`src/rtl/mc_controller_if.sv`:
```
// Memory-side handshake of the multicycle controller: request, store select,
// address source, and the variable-latency ready strobe from memory.
interface mc_controller_if;
  logic mem_req;
  logic mem_write;
  logic adr_src;
  logic mem_ready;

  modport master (
    output mem_req,
    output mem_write,
    output adr_src,
    input  mem_ready
  );

  modport slave (
    input  mem_req,
    input  mem_write,
    input  adr_src,
    output mem_ready
  );
endinterface

```
`src/rtl/mc_controller.sv`:
```
// RV32I multicycle sequencer: 3-5 cycles per instruction with zero-wait memory.
// Backpressure: FETCH/MEMREAD/MEMWRITE hold with mem_req high until mem_ready.
module mc_controller (
  input  logic                  i_clk,
  input  logic                  i_rst,
  input  logic [6:0]            i_op,
  input  logic [2:0]            i_funct3,
  input  logic                  i_funct7_5,
  input  logic                  i_zero,
  mc_controller_if.master       io_mem,
  output logic                  o_ir_write,
  output logic                  o_pc_write,
  output logic                  o_reg_write,
  output logic [1:0]            o_alu_src_a,
  output logic [1:0]            o_alu_src_b,
  output logic [1:0]            o_result_src,
  output logic [1:0]            o_imm_src,
  output logic [2:0]            o_alu_control,
  output logic                  o_instr_done,
  output logic                  o_illegal
);

  localparam logic [6:0] OP_LW  = 7'b0000011;
  localparam logic [6:0] OP_SW  = 7'b0100011;
  localparam logic [6:0] OP_R   = 7'b0110011;
  localparam logic [6:0] OP_I   = 7'b0010011;
  localparam logic [6:0] OP_BR  = 7'b1100011;
  localparam logic [6:0] OP_JAL = 7'b1101111;

  localparam logic [2:0] ALU_ADD = 3'b000;
  localparam logic [2:0] ALU_SUB = 3'b001;
  localparam logic [2:0] ALU_AND = 3'b010;
  localparam logic [2:0] ALU_OR  = 3'b011;
  localparam logic [2:0] ALU_SLT = 3'b101;

  typedef enum logic [3:0] {
    FETCH, DECODE, MEMADR, MEMREAD, MEMWB, MEMWRITE,
    EXECR, EXECI, ALUWB, BRANCH, JAL, TRAP
  } state_t;

  typedef struct packed {
    logic       mem_req;
    logic       mem_write;
    logic       adr_src;
    logic       fetch_wr;
    logic       pc_write;
    logic       reg_write;
    logic       done;
    logic       done_on_ready;
    logic [1:0] src_a;
    logic [1:0] src_b;
    logic [1:0] result_src;
    logic [2:0] alu_ctrl;
  } ctrl_t;

  // Pure state-dependent controls; anything gated by mem_ready, funct3 or zero is
  // resolved combinationally below.
  function automatic ctrl_t state_ctrl(input state_t s);
    ctrl_t c;
    c = '0;
    case (s)
      FETCH: begin
        c.mem_req    = 1'b1;
        c.fetch_wr   = 1'b1;
        c.src_b      = 2'b10;
        c.result_src = 2'b10;
      end
      DECODE: begin
        c.src_a = 2'b01;
        c.src_b = 2'b01;
      end
      MEMADR: begin
        c.src_a = 2'b10;
        c.src_b = 2'b01;
      end
      MEMREAD: begin
        c.mem_req = 1'b1;
        c.adr_src = 1'b1;
      end
      MEMWB: begin
        c.result_src = 2'b01;
        c.reg_write  = 1'b1;
        c.done       = 1'b1;
      end
      MEMWRITE: begin
        c.mem_req       = 1'b1;
        c.mem_write     = 1'b1;
        c.adr_src       = 1'b1;
        c.done_on_ready = 1'b1;
      end
      EXECR: begin
        c.src_a = 2'b10;
      end
      EXECI: begin
        c.src_a = 2'b10;
        c.src_b = 2'b01;
      end
      ALUWB: begin
        c.reg_write = 1'b1;
        c.done      = 1'b1;
      end
      BRANCH: begin
        c.src_a    = 2'b10;
        c.alu_ctrl = ALU_SUB;
      end
      JAL: begin
        c.src_a    = 2'b01;
        c.src_b    = 2'b10;
        c.pc_write = 1'b1;
      end
      default: c = '0;
    endcase
    return c;
  endfunction

  state_t     r_state;
  ctrl_t      r_ctrl;
  logic       r_illegal;

  state_t     w_next;
  logic       w_ready;
  logic       w_f3_alu_ok;
  logic       w_f3_br_ok;
  logic       w_br_take;
  logic [2:0] w_alu_ctrl;
  logic [1:0] w_imm_src;

  assign w_ready     = io_mem.mem_ready;
  assign w_f3_alu_ok = (i_funct3 == 3'b000) || (i_funct3 == 3'b010) ||
                       (i_funct3 == 3'b110) || (i_funct3 == 3'b111);
  assign w_f3_br_ok  = (i_funct3 == 3'b000) || (i_funct3 == 3'b001);
  assign w_br_take   = ((i_funct3 == 3'b000) &&  i_zero) ||
                       ((i_funct3 == 3'b001) && !i_zero);

  always_comb begin
    w_next = r_state;
    case (r_state)
      FETCH:    w_next = w_ready ? DECODE : FETCH;
      DECODE: begin
        case (i_op)
          OP_LW, OP_SW: w_next = MEMADR;
          OP_R:         w_next = EXECR;
          OP_I:         w_next = EXECI;
          OP_BR:        w_next = BRANCH;
          OP_JAL:       w_next = JAL;
          default:      w_next = TRAP;
        endcase
      end
      MEMADR:   w_next = (i_op == OP_SW) ? MEMWRITE : MEMREAD;
      MEMREAD:  w_next = w_ready ? MEMWB : MEMREAD;
      MEMWB:    w_next = FETCH;
      MEMWRITE: w_next = w_ready ? FETCH : MEMWRITE;
      EXECR,
      EXECI:    w_next = w_f3_alu_ok ? ALUWB : TRAP;
      ALUWB:    w_next = FETCH;
      BRANCH:   w_next = w_f3_br_ok ? FETCH : TRAP;
      JAL:      w_next = ALUWB;
      default:  w_next = TRAP;
    endcase
  end

  // r_ctrl always holds state_ctrl(r_state), so the Moore outputs come straight off flops.
  always_ff @(posedge i_clk) begin
    if (i_rst) begin
      r_state   <= FETCH;
      r_ctrl    <= state_ctrl(FETCH);
      r_illegal <= 1'b0;
    end else begin
      r_state   <= w_next;
      r_ctrl    <= state_ctrl(w_next);
      r_illegal <= r_illegal || (w_next == TRAP);
    end
  end

  always_comb begin
    w_alu_ctrl = r_ctrl.alu_ctrl;
    if ((r_state == EXECR) || (r_state == EXECI)) begin
      case (i_funct3)
        3'b000:  w_alu_ctrl = ((r_state == EXECR) && i_funct7_5) ? ALU_SUB : ALU_ADD;
        3'b010:  w_alu_ctrl = ALU_SLT;
        3'b110:  w_alu_ctrl = ALU_OR;
        3'b111:  w_alu_ctrl = ALU_AND;
        default: w_alu_ctrl = ALU_ADD;
      endcase
    end
  end

  always_comb begin
    w_imm_src = 2'b00;
    if (r_state == DECODE) begin
      if (i_op == OP_BR)       w_imm_src = 2'b10;
      else if (i_op == OP_JAL) w_imm_src = 2'b11;
    end else if (r_state == MEMADR && i_op == OP_SW) begin
      w_imm_src = 2'b01;
    end
  end

  assign io_mem.mem_req   = r_ctrl.mem_req   && !i_rst;
  assign io_mem.mem_write = r_ctrl.mem_write && !i_rst;
  assign io_mem.adr_src   = r_ctrl.adr_src;

  assign o_ir_write    = r_ctrl.fetch_wr && w_ready && !i_rst;
  assign o_pc_write    = !i_rst && ((r_ctrl.fetch_wr && w_ready) || r_ctrl.pc_write ||
                                    ((r_state == BRANCH) && w_br_take));
  assign o_reg_write   = r_ctrl.reg_write && !i_rst;
  assign o_instr_done  = !i_rst && (r_ctrl.done || (r_ctrl.done_on_ready && w_ready) ||
                                    ((r_state == BRANCH) && w_f3_br_ok));
  assign o_alu_src_a   = r_ctrl.src_a;
  assign o_alu_src_b   = r_ctrl.src_b;
  assign o_result_src  = r_ctrl.result_src;
  assign o_imm_src     = w_imm_src;
  assign o_alu_control = w_alu_ctrl;
  assign o_illegal     = r_illegal;

endmodule

```
`src/flat_wrapper.sv`:
```
// flat-port wrapper written by rule: the top's interface ports become plain ports
module mc_controller_flat 
  (i_clk, i_rst, i_op, i_funct3, i_funct7_5, i_zero, o_ir_write, o_pc_write, o_reg_write, o_alu_src_a, o_alu_src_b, o_result_src, o_imm_src, o_alu_control, o_instr_done, o_illegal, io_mem_mem_req, io_mem_mem_write, io_mem_adr_src, io_mem_mem_ready);
  mc_controller_if io_mem_i ();
  input  logic i_clk;
  input  logic i_rst;
  input  logic [6:0] i_op;
  input  logic [2:0] i_funct3;
  input  logic i_funct7_5;
  input  logic i_zero;
  output logic o_ir_write;
  output logic o_pc_write;
  output logic o_reg_write;
  output logic [1:0] o_alu_src_a;
  output logic [1:0] o_alu_src_b;
  output logic [1:0] o_result_src;
  output logic [1:0] o_imm_src;
  output logic [2:0] o_alu_control;
  output logic o_instr_done;
  output logic o_illegal;
  output wire logic [$bits(io_mem_i.mem_req)-1:0] io_mem_mem_req;
  output wire logic [$bits(io_mem_i.mem_write)-1:0] io_mem_mem_write;
  output wire logic [$bits(io_mem_i.adr_src)-1:0] io_mem_adr_src;
  input wire logic [$bits(io_mem_i.mem_ready)-1:0] io_mem_mem_ready;
  assign io_mem_mem_req = io_mem_i.mem_req;
  assign io_mem_mem_write = io_mem_i.mem_write;
  assign io_mem_adr_src = io_mem_i.adr_src;
  assign io_mem_i.mem_ready = io_mem_mem_ready;
  mc_controller u_core (.i_clk(i_clk), .i_rst(i_rst), .i_op(i_op), .i_funct3(i_funct3), .i_funct7_5(i_funct7_5), .i_zero(i_zero), .io_mem(io_mem_i), .o_ir_write(o_ir_write), .o_pc_write(o_pc_write), .o_reg_write(o_reg_write), .o_alu_src_a(o_alu_src_a), .o_alu_src_b(o_alu_src_b), .o_result_src(o_result_src), .o_imm_src(o_imm_src), .o_alu_control(o_alu_control), .o_instr_done(o_instr_done), .o_illegal(o_illegal));
endmodule
```
`config.mk`:
```
export PLATFORM = sky130hd
export DESIGN_NAME = mc_controller_flat
export DESIGN_NICKNAME = d
export VERILOG_FILES = /design/src/rtl/mc_controller_if.sv /design/src/rtl/mc_controller.sv /design/src/flat_wrapper.sv
export SDC_FILE = /design/constraint.sdc
export NUM_CORES = 1
export LEC_CHECK = 0
export ABC_CLOCK_PERIOD_IN_PS = 2400
export CELL_PAD_IN_SITES_DETAIL_PLACEMENT = 1
export CELL_PAD_IN_SITES_GLOBAL_PLACEMENT = 2
export CORE_MARGIN = 5
export CORE_UTILIZATION = 25
export CTS_CLUSTER_DIAMETER = 60
export DETAILED_ROUTE_END_ITERATION = 16
export HOLD_SLACK_MARGIN = 0.15
export PLACE_DENSITY = 0.85
export SLEW_MARGIN = 0
export SYNTH_ARGS = -nofsm -noshare
export SYNTH_HDL_FRONTEND = slang
export SYNTH_SLANG_ARGS = --single-unit
```
`constraint.sdc`:
```
create_clock -name i_clk -period 2.4 [get_ports i_clk]
set_clock_uncertainty 0.15 [all_clocks]
set_input_delay 0.6 -clock i_clk [delete_from_list [all_inputs] [get_ports i_clk]]
set_output_delay 0.6 -clock i_clk [all_outputs]
set_load 0.05 [all_outputs]
```
==> results of run 1 <==
==> area by class of cell <==
cell class | count | area, µm²
Multi-Input combinational cell | 88 | 768.2
Timing Repair Buffer | 78 | 743.2
Tap cell | 54 | 67.56
Clock buffer | 4 | 55.05
Fill cell | 538 | 2648
Inverter | 4 | 15.01
Sequential cell | 18 | 364.1
==> Yosys cell counts, types with 2 or more instances <==
cell type and instances:
and3_1 3, nor2b_1 6, inv_1 4, buf_6 5, nand4b_1 2, nand2_1 7
a21oi_1 7, nor3_1 3, nor4b_4 2, nand2b_1 2, xnor2_1 2, dfxtp_1 18
buf_4 7, nor2_1 12, o211ai_1 2, nand3_1 2
==> registers in the layout, summed over array words and instances, names as in the netlist <==
signal / cells
u_core.o_alu_src_b: 2
u_core.r_state: 4
u_core.o_alu_src_a: 2
u_core.io_mem.adr_src: 1
u_core.r_ctrl: 6
u_core.o_result_src: 2
u_core.o_illegal: 1
==> tightest hold or removal path: stages, from the launching register on <==
cell and delay [ns]:
dfxtp_1 0.32, inv_1 0.07, a21oi_2 0.05
==> power groups by stage <==
stage / sequential, µW / clock, µW / combinational [µW]
6_report: 474 / 246 / 1530
5_1_grt: 488 / 266 / 1640
4_1_cts: 473 / 249 / 1410
3_5_place_dp: 474 / 0 / 1330
3_3_place_gp: 470 / 0 / 1300
2_1_floorplan: 470 / 0 / 940
==> worst paths after layout <==
kind              cells past startpoint                end  slack, ns              start
hold / removal                        2   u_core.o_illegal       0.33   u_core.o_illegal
hold reg to reg                       2   u_core.o_illegal       0.33   u_core.o_illegal
setup reg to reg                      8  u_core.r_ctrl[16]       0.13  u_core.r_state[2]
setup / recovery                      3   io_mem_mem_write    -0.0001              i_rst
==> what timing repair did <==
action,CTS,global route
pin swaps,14,14
setup endpoints to repair,22,18
hold buffers,0,0
gates resized for setup,32,22
buffers inserted,10,8
gates cloned,0,0
==> cells by family after synthesis <==
group / after synthesis / share of synthesized area, %
multiplexers: 1 / 0.8448
buffers and inverters: 18 / 12.46
flip-flops: 18 / 30.41
AND/OR/NAND/NOR: 55 / 32.10
XOR/XNOR: 3 / 2.218
AO/OA/AOI/OAI: 29 / 21.97
==> per-layer routing <==
layer / global-route usage, % / part of all wire [%]
met5: 0 / 0
met2: 22.33 / 54
met4: 3.608 / 0.41
met3: 3.175 / 5.2
met1: 14.50 / 40
==> per-stage QoR <==
step | setup slack [ns] | std cells | total power [µW]
final | -0.0001426 | 246 | 2248
after global routing | -0.04946 | 246 | 2398
after CTS | -0.005883 | 239 | 2131
after detailed placement | -0.5436 | 225 | 1808
after global placement | -0.4290 | 225 | 1772
after floorplan | 0.02706 | 124 | 1410
==> results.toml, run 1 <==
[outcome]
status = "complete, but fails checks"
violations = "setup timing"

[layout]
layout_commonest_cell = "buf_4"
design_area_um2 = 2013
fin_util_pct = 43.19
syn_to_final_growth_pct = 69.90
fin_nets = 208
layout_common_cells = "buf_4, dfxtp_1, buf_12"
n_antenna_cell = 0
drive_gt1_share_pct = 54.69

[floorplanning]
fp.coreArea_um2 = 4661
die_area_um2 = 6217
io_pins = 34
start_util_pct = 25.42
rows = 25
die_w_um = 78.85
die_height_um = 78.85

[logic_synthesis]
ys_warn_count = 0
netlist_area_um2 = 1185
avgSynthCellArea_um2 = 9.556
synthCells = 124
dominantRegCellSynth = "dfxtp_1"
synth_top_area_share_pct = 30.41
yosysSeqAreaShare_pct = 30.41
synth_top_cell_by_area = "dfxtp_1"
synth_fp_nets = 139
ys_ff_latch = 18
synth_cell_type_count = 56
synthTopCellsByArea = "dfxtp_1, buf_6, buf_4"
synth_edf_count = 0
async_reset_ff_share_pct = 0

[sta]
worst-slew-pin-transition_ns = 0.5007
finalSetupViolations = 1
fmaxAchievable_mhz = 416.6
timing.setup.tns_ns = -0.0001426
fin_ws_ns = -0.0001426
finalMaxSlewViolations = 0
hold_ws_ns = 0.3273
rsz0062_at_grt = "yes"
hold_viol_final = 0
min_period_ns = 2.400
slew_headroom_pct = 66.51
post-route-period-util_pct = 100.0

[drt]
vias = 1178
drc = 0
first_pass_iters = 4
detail-route-antenna-nets = 0
drt_wl_total_um = 3890
first_iter_violations = 29
wl_per_cell_um = 15.81
routed_via_density = 4.789

[worst_setup_path]
cp_num_buf_inv = 2
slowest_delay_ns = 0.58
slowest_stage = "clkdlybuf4s50_1"
critPathLaunchType = "input pin"
cp-end-kind = "primary output"
critPathTopFamily = "buffers and inverters"
crit_chain = "clkdlybuf4s50_1, nor2b_1, buf_12"
cp.arrival_ns = 1.65
required_ns = 1.65
worstSetupPathType = "input pin to primary output"
path_max_fanout = 7

[cts]
clock-sinks = 18
h-tree-depth = 1
clk_pin_slew_ns = 0.07
cts_buffers = 3
cts_root_buf = "clkbuf_8"
cts_max_path_buffers = 2
clock_latency_ns = 0.25
cts_tree = "done"

[global_routing]
gr-total-overflow = 0
gr-usage-all-layers_pct = 12.43
grt_start_max_net_pins = 14
grt_pass1_wl_um = 6306
antenna_found_initial = 0
grt_pass1_vias = 1285

[placement]
postPlaceCellArea_um2 = 1785
port_buffers = 33
dpl.hpwl_um = 2774
place_congestion = 0.8629

[pwr]
p_leak_uw = 0.0008723
seq_power_share_pct = 21.1
peakVddDrop_mv = 0.6956
switchingPower_uw = 958.4
internal_power_uw = 1290
combPwrFrac_pct = 68.0
p_clk_share_pct = 10.9
switching_share_pct = 42.63
p_per_area_nw_per_um2 = 1117

[flow_run]
drv_cap = 0

[hold_path]
hold_path.class = "register to register"
(Power assumes the default switching activity.)
==> run 2: changes to the inputs <==
- CORE_UTILIZATION: 25 -> 35
- CTS_BUF_LIST: default -> sky130_fd_sc_hd__clkbuf_4
- DONT_BUFFER_PORTS: default -> 1
- PLACE_DENSITY: 0.85 -> 0.88
==> results.toml, run 2 (same netlist as run 1, synthesis figures left out) <==
[layout]
syn_to_final_growth_pct = 21.12
layout_common_cells = "buf_4, dfxtp_1, nor2_1"
layout_commonest_cell = "buf_4"
drive_gt1_share_pct = 41.38
largest_register_ffs = 6
n_antenna_cell = 0
regMostFlops = "u_core.r_ctrl"
fin_util_pct = 43.35
layout.cells.non_filler = 191
reg.largest.list = "u_core.r_ctrl (6), u_core.r_state (4)"
fin_nets = 161

[cts]
clk_pin_slew_ns = 0.09
cts_tree = "done"
clock-sinks = 18
clock_latency_ns = 0.28
h-tree-depth = 1
cts_hold_buf = 0
cts_max_path_buffers = 2
cts_root_buf = "clkbuf_4"
cts_buffers = 3

[pwr]
p_per_area_nw_per_um2 = 1306
peakVddDrop_mv = 0.6557
combPwrFrac_pct = 57.5
p_clk_share_pct = 7.8
total_power_uw = 1874
p_leak_uw = 0.0006146
switching_share_pct = 47.00
seq_power_share_pct = 34.7
switchingPower_uw = 880.9
internal_power_uw = 993.5

[placement]
port_buffers = 0
place_congestion = 0.7977
pre_cts_slack_ns = 0.01770
dpl.hpwl_um = 2385
dp.cells = 180

[floorplanning]
die_area_um2 = 4649
die_height_um = 68.19
start_util_pct = 35.79
fp.coreArea_um2 = 3311
rows = 21
io_pins = 34
die_w_um = 68.19

[hold_path]
hold_path.class = "input pin to register"
hp-start = "i_rst"

[worst_setup_path]
crit_chain = "buf_4, nor4b_4, nand3_1, nand2_2, buf_12"
cp_num_cells = 5
critPathTopFamily = "simple AND/OR/NAND/NOR gates"
r2r-start = "u_core.r_state[3]"
required_ns = 1.65
rrSetupSlack_ns = 0.13
cp-end-kind = "primary output"
critPathLaunchType = "register"
cp.arrival_ns = 1.61
path_max_fanout = 6
crit_path_start = "u_core.r_state[3]"
cp_num_buf_inv = 2
rr_worst_depth = 8
slowest_stage = "dfxtp_4"
worstSetupPathType = "register to primary output"
r2r-end = "u_core.o_alu_src_b[1]"
worstSetupEndpoint = "o_imm_src[0]"
slowest_delay_ns = 0.38

[sta]
finalMaxSlewViolations = 0
rsz0062_at_grt = "yes"
hold_viol_final = 0
finalSetupViolations = 0
fmaxAchievable_mhz = 423.7
min_period_ns = 2.360
fin_ws_ns = 0.03979
worst-slew-pin-transition_ns = 0.5109
post-route-period-util_pct = 98.34
slew_headroom_pct = 65.90

[drt]
drc = 0
first_iter_violations = 44
wl_per_cell_um = 17.18
routed_via_density = 5.377
vias = 1027
drt_wl_total_um = 3282
detail-route-antenna-nets = 0
first_pass_iters = 4

[flow_run]
drv_cap = 0

[global_routing]
gr-total-overflow = 0
antenna_found_initial = 0
grt_pass1_wl_um = 5154
grt_pass1_vias = 1133
gr-usage-all-layers_pct = 14.64
grt_start_max_net_pins = 20

[outcome]
status = "finished clean"
==> run 2: cell count changes in the layout (fill, tap and decap cells not counted), moves of 4 or more <==
cell,delta
buf_12,-9
buf_4,-15
clkbuf_2,-5
clkbuf_8,-4
clkdlybuf4s50_1,-10
==> run 2: per-stage QoR <==
stage          hold WS, ns  setup TNS [ns]  cell area, µm²
2_1_floorplan       0.5129               0            1200
3_3_place_gp        0.5234               0            1330
3_5_place_dp        0.5270               0            1330
4_1_cts             0.2092               0            1378
5_1_grt             0.1905        -0.07253            1435
6_report            0.2201               0            1435
==> run 2: area by class of cell <==
class / count / area [µm²]
Tap cell: 46 / 57.56
Sequential cell: 18 / 370.4
Clock inverter: 1 / 3.754
Fill cell: 397 / 1876
Inverter: 4 / 15.01
Clock buffer: 3 / 22.52
Multi-Input combinational cell: 88 / 708.2
Timing Repair Buffer: 31 / 257.7
==> run 2: per-layer routing <==
metal  global-route usage, %  share of wire [%]
met3                   3.612                4.7
met4                   5.707                1.4
met2                   26.71                 53
met1                   16.07                 41
met5                       0                  0
==> run 2: power groups by stage <==
stage	logic (µW)	registers, µW	clock network (µW)
2_1_floorplan	940	470	0
6_report	1080	650	147
3_5_place_dp	939	649	0
5_1_grt	1170	667	176
3_3_place_gp	920	644	0
4_1_cts	977	648	155
==> run 2: how the worst min path moves through the flow <==
stage                     depth (start not counted)  slack, ns                end
after CTS                                         1       0.21   u_core.o_illegal
after floorplan                                   2       0.51   u_core.o_illegal
after global routing                              1       0.19  u_core.r_state[0]
after global placement                            1       0.52   u_core.o_illegal
after detailed placement                          1       0.53   u_core.o_illegal
final                                             1       0.22  u_core.r_state[0]
==> run 2: timing repair <==
| action | in CTS | in global routing |
|---|---|---|
| buffers inserted | 1 | 6 |
| resized for setup | 5 | 4 |
| pin swaps | 1 | 2 |
| endpoints found under the setup margin | 6 | 3 |
